### src/rtl/sys_ctrl_pkg.sv
// Shared definitions for the wishbone system controller: register map, bit positions, ID, FSM states.
// Latency: none (declarations only).
// Backpressure: none (declarations only).
package sys_ctrl_pkg;

  // Register indices, taken from wb_addr_i[4:2]
  localparam logic [2:0] REG_CTRL    = 3'd0;
  localparam logic [2:0] REG_STATUS  = 3'd1;
  localparam logic [2:0] REG_LED_SEL = 3'd2;
  localparam logic [2:0] REG_LED_OVR = 3'd3;
  localparam logic [2:0] REG_ID      = 3'd4;

  // CTRL bit positions
  localparam int CTRL_HALT     = 0;
  localparam int CTRL_SOFT_RST = 1;
  localparam int CTRL_STEP     = 2;

  // STATUS bit positions
  localparam int STAT_SYS_RESET    = 0;
  localparam int STAT_HALT         = 1;
  localparam int STAT_STEPPING     = 2;
  localparam int STAT_SRST_CNT_LSB = 8;

  // LED_SEL override enable bit
  localparam int LED_SEL_OVR_EN = 8;

  localparam logic [31:0] SYS_CTRL_ID = 32'h4F54_0002;

  typedef enum logic {SEQ_COUNT, SEQ_RUN} seq_state_e;
  typedef enum logic {STEP_IDLE, STEP_ACTIVE} step_state_e;

endpackage

### src/rtl/reset_seq.sv
// Reset sequencer: holds sys_reset high for RESET_CYCLES cycles after rst or a trigger pulse.
// Latency: sys_reset rises the cycle after the trigger; a retrigger restarts the count.
// Backpressure: none; trigger is accepted every cycle.
module reset_seq #(
  parameter int RESET_CYCLES = 15
) (
  input  logic clk,
  input  logic rst,
  input  logic trigger,
  output logic sys_reset
);
  import sys_ctrl_pkg::*;

  localparam int CW = $clog2(RESET_CYCLES + 1);
  localparam logic [CW-1:0] LAST = CW'(RESET_CYCLES - 1);

  seq_state_e    state_q, state_d;
  logic [CW-1:0] cnt_q, cnt_d;

  // Next-state: a trigger always restarts counting from zero, otherwise count up to LAST then run
  always_comb begin
    state_d = state_q;
    cnt_d   = cnt_q;
    if (trigger) begin
      state_d = SEQ_COUNT;
      cnt_d   = '0;
    end else if (state_q == SEQ_COUNT) begin
      if (cnt_q == LAST) begin
        state_d = SEQ_RUN;
        cnt_d   = '0;
      end else begin
        cnt_d = cnt_q + 1'b1;
      end
    end
  end

  // State and counter registers
  always_ff @(posedge clk) begin
    if (rst) begin
      state_q <= SEQ_COUNT;
      cnt_q   <= '0;
    end else begin
      state_q <= state_d;
      cnt_q   <= cnt_d;
    end
  end

  assign sys_reset = (state_q == SEQ_COUNT);

endmodule

### src/rtl/sys_ctrl_wb.sv
// System controller on wishbone: reset sequencing, CPU halt/single-step, LED source selection.
// Latency: registered ack one cycle after strobe; write side effects and LED changes visible in the ack cycle.
// Backpressure: none; a held strobe is acked on alternate cycles.
module sys_ctrl_wb #(
  parameter int RESET_CYCLES  = 15,
  parameter int STEP_CYCLES   = 8,
  parameter int LED_WIDTH     = 4,
  parameter int NUM_LED_SRC   = 4,
  parameter int HALT_ON_RESET = 0
) (
  input  logic                             clock,
  input  logic                             reset,
  output logic                             sys_reset,
  output logic                             halt,
  input  logic [LED_WIDTH*NUM_LED_SRC-1:0] led_src,
  output logic [LED_WIDTH-1:0]             leds,
  input  logic [31:0]                      wb_data_i,
  input  logic [31:0]                      wb_addr_i,
  input  logic                             wb_cyc_i,
  input  logic                             wb_strobe_i,
  input  logic                             wb_we_i,
  output logic [31:0]                      wb_data_o,
  output logic                             wb_ack_o
);
  import sys_ctrl_pkg::*;

  localparam int SW = $clog2(STEP_CYCLES + 1);
  localparam logic [SW-1:0] STEP_LAST = SW'(STEP_CYCLES - 1);

  logic                 ack_q, ack_d;
  logic [31:0]          data_q, data_d;
  logic                 halt_q, halt_d;
  logic [7:0]           srst_cnt_q, srst_cnt_d;
  logic [8:0]           led_sel_q, led_sel_d;
  logic [LED_WIDTH-1:0] led_ovr_q, led_ovr_d;
  logic [LED_WIDTH-1:0] leds_q, leds_d;
  step_state_e          step_state_q, step_state_d;
  logic [SW-1:0]        step_cnt_q, step_cnt_d;

  logic                 req, wr, ctrl_wr, soft_rst;
  logic [2:0]           idx;
  logic [31:0]          rdata;
  logic [LED_WIDTH-1:0] led_slice;
  logic                 unused_ok;

  assign unused_ok = ^{wb_addr_i[31:5], wb_addr_i[1:0], wb_data_i[31:9]};

  reset_seq #(.RESET_CYCLES(RESET_CYCLES)) u_reset_seq (
    .clk      (clock),
    .rst      (reset),
    .trigger  (soft_rst),
    .sys_reset(sys_reset)
  );

  // Bus decode: a new request is only taken while ack is low, giving alternate-cycle acks
  always_comb begin
    req      = wb_cyc_i & wb_strobe_i & ~ack_q;
    wr       = req & wb_we_i;
    idx      = wb_addr_i[4:2];
    ctrl_wr  = wr & (idx == REG_CTRL);
    soft_rst = ctrl_wr & wb_data_i[CTRL_SOFT_RST];
  end

  // Register next values; halt is updated before the step check so halt+step in one write works
  always_comb begin
    halt_d     = ctrl_wr ? wb_data_i[CTRL_HALT] : halt_q;
    led_sel_d  = (wr && idx == REG_LED_SEL) ? wb_data_i[8:0] : led_sel_q;
    led_ovr_d  = (wr && idx == REG_LED_OVR) ? wb_data_i[LED_WIDTH-1:0] : led_ovr_q;
    srst_cnt_d = (soft_rst && srst_cnt_q != 8'hFF) ? srst_cnt_q + 8'd1 : srst_cnt_q;
  end

  // Step FSM: soft reset or clearing halt aborts; a step is only taken when halted, idle and running
  always_comb begin
    step_state_d = step_state_q;
    step_cnt_d   = step_cnt_q;
    if (soft_rst || (ctrl_wr && !wb_data_i[CTRL_HALT])) begin
      step_state_d = STEP_IDLE;
      step_cnt_d   = '0;
    end else if (step_state_q == STEP_IDLE) begin
      if (ctrl_wr && wb_data_i[CTRL_STEP] && halt_d && !sys_reset) begin
        step_state_d = STEP_ACTIVE;
        step_cnt_d   = '0;
      end
    end else if (step_cnt_q == STEP_LAST) begin
      step_state_d = STEP_IDLE;
      step_cnt_d   = '0;
    end else begin
      step_cnt_d = step_cnt_q + 1'b1;
    end
  end

  // LED mux works from next-cycle select values so a register write shows in its ack cycle
  always_comb begin
    led_slice = led_src[LED_WIDTH-1:0];
    for (int i = 0; i < NUM_LED_SRC; i++) begin
      if (led_sel_d[7:0] == 8'(i)) led_slice = led_src[i*LED_WIDTH +: LED_WIDTH];
    end
    leds_d = led_sel_d[LED_SEL_OVR_EN] ? led_ovr_d : led_slice;
  end

  // Read mux and registered response; data is zero outside the ack cycle
  always_comb begin
    rdata = '0;
    case (idx)
      REG_CTRL:    rdata[CTRL_HALT] = halt_q;
      REG_STATUS: begin
        rdata[STAT_SYS_RESET]              = sys_reset;
        rdata[STAT_HALT]                   = halt;
        rdata[STAT_STEPPING]               = (step_state_q == STEP_ACTIVE);
        rdata[STAT_SRST_CNT_LSB +: 8]      = srst_cnt_q;
      end
      REG_LED_SEL: rdata[8:0] = led_sel_q;
      REG_LED_OVR: rdata[LED_WIDTH-1:0] = led_ovr_q;
      REG_ID:      rdata = SYS_CTRL_ID;
      default:     rdata = '0;
    endcase
    ack_d  = req;
    data_d = (req && !wb_we_i) ? rdata : 32'd0;
  end

  // All controller state; reset is the only thing that clears the register file
  always_ff @(posedge clock) begin
    if (reset) begin
      ack_q        <= 1'b0;
      data_q       <= '0;
      halt_q       <= 1'(HALT_ON_RESET);
      srst_cnt_q   <= '0;
      led_sel_q    <= '0;
      led_ovr_q    <= '0;
      leds_q       <= led_src[LED_WIDTH-1:0];
      step_state_q <= STEP_IDLE;
      step_cnt_q   <= '0;
    end else begin
      ack_q        <= ack_d;
      data_q       <= data_d;
      halt_q       <= halt_d;
      srst_cnt_q   <= srst_cnt_d;
      led_sel_q    <= led_sel_d;
      led_ovr_q    <= led_ovr_d;
      leds_q       <= leds_d;
      step_state_q <= step_state_d;
      step_cnt_q   <= step_cnt_d;
    end
  end

  assign halt      = halt_q & (step_state_q != STEP_ACTIVE);
  assign leds      = leds_q;
  assign wb_ack_o  = ack_q;
  assign wb_data_o = data_q;

endmodule

### config.mk
export PLATFORM = sky130hd
export DESIGN_NAME = sys_ctrl_wb
export DESIGN_NICKNAME = d
export VERILOG_FILES = /design/src/rtl/sys_ctrl_pkg.sv /design/src/rtl/reset_seq.sv /design/src/rtl/sys_ctrl_wb.sv
export SDC_FILE = /design/constraint.sdc
export NUM_CORES = 1
export LEC_CHECK = 0
export CAP_MARGIN = 20
export CORE_MARGIN = 2
export CORE_UTILIZATION = 40
export DETAILED_ROUTE_END_ITERATION = 16
export GPL_TIMING_DRIVEN = 0
export PLACE_DENSITY = 0.85
export SLEW_MARGIN = 20
export SYNTH_ARGS = -nofsm -noshare
export SYNTH_HDL_FRONTEND = slang
export SYNTH_SLANG_ARGS = --single-unit
### constraint.sdc
create_clock -name clock -period 2.65 [get_ports clock]
set_clock_uncertainty 0.05 [all_clocks]
set_input_delay 0.53 -clock clock [delete_from_list [all_inputs] [get_ports clock]]
set_output_delay 0.53 -clock clock [all_outputs]
set_load 0.01 [all_outputs]
* After elaboration in Yosys (flattened, before gate mapping)
Index checks and enable logic that the tools add are counted.
** Storage, ports and cells
- Bits of input ports :: 85
- Word-level logic and storage cells :: 78
- Register bits :: 69
- Output and inout bits :: 39
** Cells by class
- Multiplexer cells :: 22
- $add $sub $neg :: 3
- Reduce and logical (&&, ||, !) cells :: 18
- Eq/ne operators :: 10
- Bitwise logic cells :: 12
** Operators with widths (count)
- $mux 4 :: 10
- $eq 8x2->1 const B :: 2
- $mux 15 :: 1
- $mux 9 :: 1
- $add 4x1->4 const B :: 2
- $add 8x1->8 const B :: 1
- $eq 8x1->1 const B :: 1
- $logic_and 1x1->1 :: 8
- $ne 8x8->1 const B :: 1
- $pmux 2 s4 :: 1
- $and 1x1->1 :: 6
- $eq 3x2->1 const B :: 2
- $mux 1 :: 6
- $not 1->1 :: 6
- $reduce_or 2->1 :: 3
- $reduce_or 3->1 :: 2
- $eq 4x3->1 const B :: 1
- $eq 4x4->1 const B :: 1
- $pmux 1 s2 :: 2
- $pmux 1 s4 :: 1
- $eq 3x1->1 const B :: 1
- $eq 3x3->1 const B :: 1
- $logic_not 3->1 :: 1
- $logic_not 1->1 :: 2
- 2 further kinds :: 2

* Depth between registers and ports, before layout
- Word-level depth :: 11
- Mapped depth :: 7

* Modules after synthesis
A second synthesis with hierarchy kept.
** Unflattened totals
- Cell total of the unflattened synthesis :: 279
- Area, all modules :: 2571.2 um2
** By module, submodules not included
- sys_ctrl_wb :: cells an instance 254, instances 1, area an instance 2344.7 um2
- reset_seq :: cells an instance 25, instances 1, area an instance 226.5 um2

* Worst setup path before layout
Ideal clock, no wire load.
- Path kind :: input-to-reg
- Start :: input port wb_cyc_i
- End :: register leds_q[2], in the netlist leds[2]
- Cell stages on the path :: 6
- Required time :: 2.526 ns
- Setup time :: 0.074 ns
- Data arrival time :: 1.959 ns
- Slack :: 0.567 ns
- Cells stage by stage :: nand4b_2 nor3_2 buf_6 mux2_4 or3b_1 a31oi_1
** On the way
- Longest elaborated chain between the ends :: 11
- Elaborated cells between the ends (all ways) :: 15
- Classes of those cells :: eq/ne: 3; mux: 7; bitwise: 3; reduce/logical: 2
** RTL lines
- start: declaration :: line sys_ctrl_wb.sv:19 : input logic wb_cyc_i,
- $and 1x1->1 (*) (2 in series) :: line sys_ctrl_wb.sv:57 : req = wb_cyc_i & wb_strobe_i & ~ack_q;
- $and 1x1->1 (*) :: line sys_ctrl_wb.sv:58 : wr = req & wb_we_i;
- $logic_and 1x1->1 :: line sys_ctrl_wb.sv:67 : led_sel_d = (wr && idx == REG_LED_SEL) ? wb_data_i[8:0] : led_sel_q;
- $mux 9 :: line sys_ctrl_wb.sv:67
- $eq 8x1->1 :: line sys_ctrl_wb.sv:96 : if (led_sel_d[7:0] == 8'(i)) led_slice = led_src[i*LED_WIDTH +: LED_WIDTH];
- $mux 4 (3 in series) :: line sys_ctrl_wb.sv:96
- $mux 4 (*) :: line sys_ctrl_wb.sv:98 : leds_d = led_sel_d[LED_SEL_OVR_EN] ? led_ovr_d : led_slice;
- $mux 4 (*) :: line sys_ctrl_wb.sv:123 : if (reset) begin
- end signal: assignment :: line sys_ctrl_wb.sv:130 : leds_q <= led_src[LED_WIDTH-1:0];
- end signal: assignment :: line sys_ctrl_wb.sv:140 : leds_q <= leds_d;
- end: declaration :: line sys_ctrl_wb.sv:36 : logic [LED_WIDTH-1:0] leds_q, leds_d;
Every way passes the cells marked *; elsewhere a longest branch is shown, timed or not.
A chain may end at the register's enable or synchronous reset.

* Worst setup path in the final report
- Start :: input port wb_addr_i[4]
- End :: register leds_q[2], in the netlist leds[2]
** On the way
- Longest elaborated chain between the ends :: 9
- Elaborated cells between the ends (all ways) :: 14
- Classes of those cells :: eq/ne: 5; mux: 7; reduce/logical: 2
** RTL lines
- start: declaration :: line sys_ctrl_wb.sv:18 : input logic [31:0] wb_addr_i,
- $eq 3x2->1 :: line sys_ctrl_wb.sv:67
- $logic_and 1x1->1 :: line sys_ctrl_wb.sv:67
- $mux 9 :: line sys_ctrl_wb.sv:67
- $eq 8x1->1 :: line sys_ctrl_wb.sv:96
- $mux 4 (3 in series) :: line sys_ctrl_wb.sv:96
- $mux 4 (*) :: line sys_ctrl_wb.sv:98
- $mux 4 (*) :: line sys_ctrl_wb.sv:123
Marks and branches as above.

==> metrics.md <==
| Metric | Value |
|---|---|
| Final Hold Viols | 0 |
| TritonCTS clock tree | done |
| Worst reg2reg endpoint | leds[2] |
| Die Wd | 82.5 um |
| Part of the cycle the worst path needs | between 90% and 100% |
| Total track usage | 16.9% |
| DP Area | 0.00319 mm2 |
| Fraction of synthesized area in multiplexers | 11.5% |
| Post-route cell area | approximately 0.0033 mm2 |
| Largest net degree at the start of global routing | 18 |
| Synth Area in Adders | under 10% |
| Met2 usage in global routing | 29.4% |
| Post-synth EDFFs | 0 |
| Most frequent cell after synthesis | dfxtp_1 |
| Setup TNS | 0 ns |
| Xor/xnor share of the synthesized area | 3.19% |
| Ys flop type | dfxtp_1 |
| GR peak layer | met2 |
| Hold Startpoint | wb_ack_o |
| Max Cap Viol | 0 |
| Ranking of synthesized cells by area | dfxtp_1 44%, mux2i_1 6.5%, nor2_1 4.9% |
| Number of CTS-inserted buffers | 5 |
| Seq cells post-synth | 54 |
| CP endpoint kind | register |
| Synth Area in Compound Gates | 9.23% |
| Routed Wire Length | 5.41 mm |
| Sequential cell area fraction in the yosys report | 43.8% |
| Pre-CTS WS | -0.202 ns |
| Routed Antenna Nets | 0 |
| Met1 usage | 20.1% |
| CTS sink cnt | 54 |
| Final worst setup slack | 0.142 ns |
| CORE AREA | 0.00596 mm2 |
| Fill cell count | 540 |
| Worst hold path class | register to register |
| Fin Hold WS | 0.406 ns |
| Design Power | 1.47 mW |
| Pins over their slew limit | 0 |
| WP data required | 2.79 ns |
| Vias post-DR | 2,098 |
| Critical path's slowest cell | clkdlybuf4s50_1 |
| Final Non-Filler Cells | 423 |
| Cells after Synth | 273 |
| Clock slew seen by the registers of the worst setup and hold paths | 0.10 ns |
| HPWL after DPL | 4.23 mm |
| IO Count | roughly 120 |
| Initial antenna violation count | 0 |
| Pwr dens | 446 mW/mm2 |
| Remaining Overflow, GRT | 0 |
| Simple-gate area share of the yosys netlist | 23.3% |
| Drt drc | 0 |
| Worst Hold Path EP | wb_ack_o |
| Vias in the first global route | 2,033 |
| WP data arrival | ~2.7 ns |
| Top cells by instance count after synthesis | 54 x dfxtp_1, 32 x nor2_1, 25 x nand2_1 |
| Yosys Warn Count | 0 |
| Fmax | between 300 and 400 MHz |
| H-tree levels | 2 |
| Router iterations before antenna repair | 4 |
| Cell taking the most area after synthesis | dfxtp_1 |
| Global-route wire length before repair | approximately 8.9 mm |
| Final setup fails | 0 |
| Relative slew margins | 31.4% |
| Synth cell types | 47 |
| Clk Latency, worst-skew pair | approximately 0.31 ns |
| Starting density of the core | 41.4% |
| R2r startpoint | wb_ack_o |
| Max stage delay on crit path | 0.54 ns |
| Final core utilization | 55.4% |
| Initial DRC count | approximately 160 |
| Largest family of logic cells by synthesized area | simple AND/OR/NAND/NOR gates |
| Row count | 28 |
| Area share of the largest cell type after synthesis | 43.8% |
| Chip Height | 82.5 um |
| Ys async rst share | 0% |
| Layout Nets | 434 |
| VDD IR max | between 0.2 and 0.25 mV |
| Startpoint types | input port |
| Critical path class | input port to register |
| Syn Std Cell Area | 0.00247 mm2 |
| DIE AREA | 0.00681 mm2 |
| R2r setup slk | approximately 0.5 ns |
| Gpl congestion | between 0.8 and 0.9 |
| Syn avg cell area | 9.04 um2 |
| CP top delay family | simple AND/OR/NAND/NOR gates |
| Leak Pwr | ~1.3 nW |
| Routed len/inst | 12.8 um |
| Hold path cells | 1 |
| Post-CTS Hold Buffers | 0 |
| Max Fanout on Critical Path | 9 |
| Global Route met3 Usage | 3.59% |
| CP Cell Sequence | clkdlybuf4s50_1 > nand2b_2 > or3_1 > buf_2 > mux2_4 > nor2_1 > a31oi_1 |
| PostCTS Resize Cnt | 0 |
| Count of buffers from port buffering | 60 |
| Placed Cells | 415 |
| Final Critical Period | ~2.5 ns |
| Reg2reg path depth | 6 |
| Postcts setup bufs | 0 |
| Status | completed |
| Bufs and invs on worst path | 2 |
| DR vias/cell | 4.96 |
| Root buffer cell | clkbuf_8 |
| Max Root-Sink Buffers | 2 |
| Worst slew pin tran | approximately 1.0 ns |
| Share of cells above drive strength 1 | 12.4% |
| RSZ-0062 raised after global routing | false |
| # diodes | 0 |
| Area grow syn2layout | 33.6% |
==> registers in the layout, summed over array words and instances, names as in the netlist <==
register and cells:
led_ovr_q 4, srst_cnt_q 8, led_sel_q 9, wb_ack_o 1, step_state_q 1, leds 4
u_reset_seq.state_q 1, u_reset_seq.cnt_q 4, wb_data_o 17, step_cnt_q 4, halt_q 1
==> layer usage <==
metal  vias up  part of all wire, %
met5         -                    0
met4         0                  1.3
met2        70                   49
li1       1065                    -
met1       957                   44
met3         6                  6.3
==> worst reg2reg max path, cell delays in order, from the launching register on <==
cell      delay [ns]
dfxtp_1         0.33
nand4b_2        0.30
or3_1           0.39
buf_2           0.19
mux2_4          0.35
nor2_1          0.28
a31oi_1         0.14
==> power breakdown <==
| part | switching, mW | total (mW) | internal [mW] |
|---|---|---|---|
| Combinational | 0.0690 | 0.152 | 0.0829 |
| Clock | 0.275 | 0.491 | 0.215 |
| Sequential | 0.00711 | 0.829 | 0.822 |
==> how the worst max path moves through the flow <==
stage	from	end	slack, ns	cells after the start
after detailed placement	wb_addr_i[3]	leds[2]	-0.20	7
after global placement	wb_addr_i[4]	leds[2]	-0.15	7
after global routing	wb_addr_i[4]	leds[2]	0.007	7
after CTS	wb_addr_i[3]	leds[2]	0.12	7
after floorplan	wb_cyc_i	leds[2]	0.57	6
final	wb_addr_i[4]	leds[2]	0.14	7
==> final cells by class <==
cell class	count	area [um2]	area share, %
well taps	75	93.8	2.85
plain buffers	25	163	4.93
flip-flops and latches	54	1080	32.8
inverters	8	30.0	0.911
repair buffers	60	603	18.3
clock buffers	6	82.6	2.50
clock inverters	2	17.5	0.531
multi-input cells	193	1230	37.2
==> placed cells by master (no fill, tap or decap), drive strengths merged, types with 9 or more instances in the layout <==
cell type and n:
and2 12, clkbuf 11, nor2 32, nand2 25
mux2i 18, dfxtp 54, a21oi 20, nand3 9
buf 20, o21ai 9, clkdlybuf4s50 59
==> logic make-up after synthesis <==
kind of cell	count (synthesis)
multiplexers	24
XOR/XNOR	9
other	1
AND/OR/NAND/NOR	111
flip-flops	54
AO/OA/AOI/OAI	39
adder cells (fa/ha/maj)	2
buffers and inverters	33
Power figures use the tool's default switching activity.
